<file path="config.mk">
export PLATFORM = sky130hd
export DESIGN_NAME = mult_scheduler
export DESIGN_NICKNAME = d
export VERILOG_FILES = /design/src/rtl/mult_scheduler.sv
export SDC_FILE = /design/constraint.sdc
export NUM_CORES = 1
export LEC_CHECK = 0
export CAP_MARGIN = 20
export CORE_MARGIN = 2
export CORE_UTILIZATION = 42
export CTS_BUF_LIST = sky130_fd_sc_hd__clkbuf_4 sky130_fd_sc_hd__clkbuf_8 sky130_fd_sc_hd__clkbuf_16
export CTS_CLUSTER_SIZE = 24
export DETAILED_ROUTE_END_ITERATION = 12
export HOLD_SLACK_MARGIN = 0.05
export PLACE_DENSITY = 0.76
export SYNTH_ARGS = -nofsm -noshare
export SYNTH_HDL_FRONTEND = slang
export SYNTH_SLANG_ARGS = --single-unit
export TNS_END_PERCENT = 100
</file>
<file path="constraint.sdc">
create_clock -name clk -period 2.3 [get_ports clk]
set_input_delay 0.46 -clock clk [delete_from_list [all_inputs] [get_ports clk]]
set_output_delay 0.46 -clock clk [all_outputs]
set_load 0.05 [all_outputs]
</file>
<file path="src/rtl/mult_scheduler.sv">
// Round-robin scheduler that time-shares one start/finish multiplier among NUM_REQ clients.
// With CONST_TIME set, every grant occupies a fixed-length slot, so latency does not depend on operand values.
//   state   | meaning
//   IDLE    | no grant outstanding, arbitrating on req
//   ISSUE   | operands latched, mult_start pulsed
//   WAIT    | multiply in flight, capturing mult_finish
//   RELEASE | done pulse to owner; may re-arbitrate at the closing edge
module mult_scheduler #(
    parameter int WIDTH       = 8,
    parameter int NUM_REQ     = 3,
    parameter int CONST_TIME  = 1,
    parameter int SLOT_CYCLES = 2*WIDTH+4
) (
    input  logic                       clk,
    input  logic                       rst,
    input  logic [NUM_REQ-1:0]         req,
    input  logic [NUM_REQ*WIDTH-1:0]   in1_bus,
    input  logic [NUM_REQ*WIDTH-1:0]   in2_bus,
    output logic [NUM_REQ-1:0]         ack,
    output logic [NUM_REQ-1:0]         done,
    output logic [2*WIDTH-1:0]         out,
    output logic                       busy,
    output logic                       overrun,
    output logic                       mult_start,
    output logic [WIDTH-1:0]           mult_in1,
    output logic [WIDTH-1:0]           mult_in2,
    input  logic [2*WIDTH-1:0]         mult_out,
    input  logic                       mult_finish
);

    localparam int IW = (NUM_REQ > 1) ? $clog2(NUM_REQ) : 1;
    localparam int CW = (SLOT_CYCLES > 1) ? $clog2(SLOT_CYCLES+1) : 1;

    typedef enum logic [1:0] {IDLE, ISSUE, WAIT, RELEASE} state_t;

    state_t             state;
    logic [IW-1:0]      rr_ptr;
    logic [IW-1:0]      owner;
    logic [IW-1:0]      winner;
    logic [IW-1:0]      sel;
    logic               found;
    int                 idx;
    logic [CW-1:0]      cnt;
    logic               got;
    logic [2*WIDTH-1:0] result;
    logic               slot_end;
    logic               got_final;
    logic [2*WIDTH-1:0] result_final;

    // Scan starting just after the last winner so the previous owner goes last.
    always_comb begin
        winner = '0;
        found  = 1'b0;
        idx    = 0;
        sel    = '0;
        for (int k = 1; k <= NUM_REQ; k++) begin
            idx = int'(rr_ptr) + k;
            if (idx >= NUM_REQ) idx = idx - NUM_REQ;
            sel = IW'(idx);
            if (!found && req[sel]) begin
                winner = sel;
                found  = 1'b1;
            end
        end
    end

    // A finish arriving in the slot's last cycle still counts.
    always_comb begin
        got_final    = got | mult_finish;
        result_final = mult_finish ? mult_out : result;
        slot_end     = (CONST_TIME != 0) ? (cnt == CW'(SLOT_CYCLES-1)) : got;
    end

    always_ff @(posedge clk or posedge rst) begin
        if (rst) begin
            state      <= IDLE;
            rr_ptr     <= IW'(NUM_REQ-1);
            owner      <= '0;
            cnt        <= '0;
            got        <= 1'b0;
            result     <= '0;
            ack        <= '0;
            done       <= '0;
            out        <= '0;
            busy       <= 1'b0;
            overrun    <= 1'b0;
            mult_start <= 1'b0;
            mult_in1   <= '0;
            mult_in2   <= '0;
        end else begin
            ack        <= '0;
            done       <= '0;
            mult_start <= 1'b0;
            case (state)
                IDLE, RELEASE: begin
                    if (found) begin
                        mult_in1   <= in1_bus[winner*WIDTH +: WIDTH];
                        mult_in2   <= in2_bus[winner*WIDTH +: WIDTH];
                        owner      <= winner;
                        rr_ptr     <= winner;
                        ack        <= NUM_REQ'(1) << winner;
                        mult_start <= 1'b1;
                        busy       <= 1'b1;
                        state      <= ISSUE;
                    end else begin
                        busy  <= 1'b0;
                        state <= IDLE;
                    end
                end
                ISSUE: begin
                    cnt   <= '0;
                    got   <= 1'b0;
                    state <= WAIT;
                end
                WAIT: begin
                    if (mult_finish) begin
                        result <= mult_out;
                        got    <= 1'b1;
                    end
                    if (CONST_TIME != 0) cnt <= cnt + CW'(1);
                    if (slot_end) begin
                        done  <= NUM_REQ'(1) << owner;
                        state <= RELEASE;
                        if ((CONST_TIME != 0) && !got_final) begin
                            out     <= '0;
                            overrun <= 1'b1;
                        end else begin
                            out <= result_final;
                        end
                    end
                end
                default: state <= IDLE;
            endcase
        end
    end

endmodule
</file>
==> metrics <==
outcome complete, but fails checks; failing checks setup timing; Tcrit/Tclk final 105%; Critical Path Fanout Max 8; Final Critical Period 2.42 ns; Synth top area share a little under half; fin util 66.3%; DP HPWL approximately 6300 µm; Post-Syn Nets 441; fmax 414 MHz; average size of a mapped cell 9.60 µm²; Yosys warning count 0; global placement routability congestion between 0.8 and 0.9; Reg area 1700 µm²; sequential share of power 21.6%; Hold Slack 0.471 ns; full die area approximately 9100 µm²; CP cell instances inv_2 -> ha_4 -> or3b_4 -> o21ai_4 -> a21o_1 -> buf_4 -> o21a_4 -> clkbuf_16 -> a211oi_2 -> o31ai_1; worst r2r path cells 10; CP Data Arrival Time 2.65 ns; Distinct cells, synth 36; vias in the first global route 2983; Hold Path Class register to register; final wirelength 9770 µm; Internal 4900 µW; H-Tree Depth 3; RSZ-0062 raised after global routing true; clk_lat worst skew between 0.3 and 0.4 ns; initial antenna violation count 0; final setup violation count 16; Initial DRT Pass Iterations 4; worst reg2reg path startpoint rr_ptr[1]; Die Ht 95.2 µm; first-pass GRT wire length 14000 µm; hold buffers post-CTS 0; Net Sw Frac 45.2%; Final WS setup -0.118 ns; relative slew slack 54.3%; CP startpoint rr_ptr[1]; clk_skew ~0.0038 ns; fraction of layout cells with a size suffix above 1 22.4%; cell taking the most area after synthesis dfrtp_1; Slowest-stage cell, CP dfstp_2; combinational group share of total power around two thirds; Buffers on Ports 110; async set-reset flop share out of synthesis 100%; ys flop type dfrtp_1; Std-Cell Rows 33; register-to-register setup slack -0.12 ns; Die Wd 95.2 µm; commonest non-fill, non-tap cells in the layout clkdlybuf4s50_1, nand2_1, dfrtp_1; Bufs on Longest Clock Path 2; CP top delay family compound AO/OA/AOI/OAI gates; CP max stage delay between 0.5 and 0.6 ns; Clk Tree Root Cell clkbuf_8; Via Count roughly 3200; peak supply drop approximately 0.0011 V; Clock Pin Slew Worst Setup and Hold Paths about 0.07 ns; vias per std cell approximately 5.3; P_sw just over 4000 µW; reg2reg end mult_in1[4]; max-slew violation count 0; CP Capture Type register; multi-input logic area 1780 µm²; largest net degree at the start of global routing roughly 70; Sink Count 68; grt total ovfl 0; Total Routing Usage GR 19.9%; total CTS buffers 9; Synth Register Bits 68; mapped cell area 3500 µm²; top post-synthesis cells by area dfrtp_1, nand2_1, mux2_2; clock power share 10.9%; Setup CP Type register to register; Least-Margin Pin Slew 0.684 ns; Mapped Cells 364; diode count 0; post-route ant nets 0; starting DRC count in detailed routing 96; post-synthesis sequential area ratio 48.7%; CP bufs+invs 3; PwrDens 1660 nW/µm²; stages on the worst setup path 10; Ports 111; EDFF count, synth 0; startpoint types register; core area slightly above 8000 µm²; routed len/inst 16.2 µm; Setup crit end mult_in1[4]; area grow syn2layout 54.2%; max_cap viols 0; most common cell after layout, fill and taps aside clkdlybuf4s50_1; initial core utilization 43.0%; Filler Cells Inserted between 600 and 700; CP required 2.53 ns; number of nets in the layout 571; CTS tree yes; Leak Pwr ~0.0024 µW; DRC errors left 0; Final Hold Viols 0
==> how the worst min path moves through the flow <==
stage                         from      end  slack (ns)  cells after the start
after floorplan           owner[1]  done[1]        0.45                      1
after global placement     overrun  overrun        0.45                      2
after detailed placement   overrun  overrun        0.46                      2
after CTS                  overrun  overrun        0.48                      2
after global routing       out[11]  out[11]        0.50                      2
final                      overrun  overrun        0.47                      2
==> cells by family after synthesis <==
kind of cell	after synthesis	share of synthesized area (%)
flops	68	48.7
simple gates	122	14.7
fa+ha+maj	7	2.51
compound gates	111	22.6
buf+inv	37	5.44
mux	19	6.05
==> worst min-delay path: stages, from the launching register on <==
cell and delay (ns):
dfrtp_1 0.35, inv_1 0.04, o31ai_1 0.05
==> through the flow <==
step / cells / power [µW] / cell area [µm²] / worst slack (ns) / TNS [ns]
3_5_place_dp: 575 / 6610 / 4830 / -0.214 / -2.11
3_3_place_gp: 575 / 6470 / 4830 / -0.0876 / -1.07
4_1_cts: 591 / 7750 / 5090 / -0.0191 / -0.0304
6_report: 604 / 8940 / 5390 / -0.118 / -0.916
5_1_grt: 604 / 9460 / 5390 / -0.167 / -2.27
2_1_floorplan: 364 / 5220 / 3510 / -0.0835 / -0.773
==> metal layers <==
layer,track usage (%),wire length (µm),vias to the layer above
met1,26.2,3980,1544
met5,0,0,-
met2,31.9,4910,138
li1,-,-,1523
met4,8.33,180,0
met3,4.19,691,20
==> final cells by class <==
cell class              instances  area share, %
flip-flops and latches         68           31.6
clock inverters                 6           1.21
well taps                     105           2.44
clock buffers                  10           2.44
multi-input cells             259           33.1
inverters                      12          0.882
repair buffers                144           28.3
==> state kept, by name (all words and copies together), names as in the netlist <==
| signal | flops |
|---|---|
| cnt | 5 |
| result | 16 |
| owner | 1 |
| mult_in1 | 8 |
| mult_start | 1 |
| busy | 1 |
| rr_ptr | 2 |
| got | 1 |
| done | 3 |
| out | 16 |
| mult_in2 | 8 |
| overrun | 1 |
| ack | 3 |
| state | 2 |
==> power groups by stage <==
stage          logic, µW  clock network (µW)  registers [µW]
6_report            6040                 975            1930
4_1_cts             4830                 988            1920
3_5_place_dp        4670                   0            1930
5_1_grt             6440                1050            1970
3_3_place_gp        4550                   0            1920
2_1_floorplan       2620                   0            2600
==> Yosys cell counts, types with 2 or more instances <==
library cell	number
buf_4	2
inv_1	12
mux2i_1	2
buf_2	4
nor2_1	29
nor3b_1	3
ha_1	7
a21oi_1	28
nor3_1	4
a211oi_2	9
nor2b_1	2
a21o_1	7
and3_1	2
a22o_1	2
dfrtp_1	67
nand3_1	3
o31ai_1	9
a22oi_1	9
mux2_2	17
o21ai_0	26
o31ai_2	9
a211oi_1	7
buf_6	3
clkbuf_1	15
nand2b_1	3
nand2_1	73
==> repair_timing <==
item / CTS / global route
buffers inserted: 0 / 6
pin swaps: 3 / 7
setup endpoints to repair: 18 / 18
gates resized for setup: 13 / 20
gates cloned: 0 / 7
Note: power is estimated with default switching activity, not from simulation.
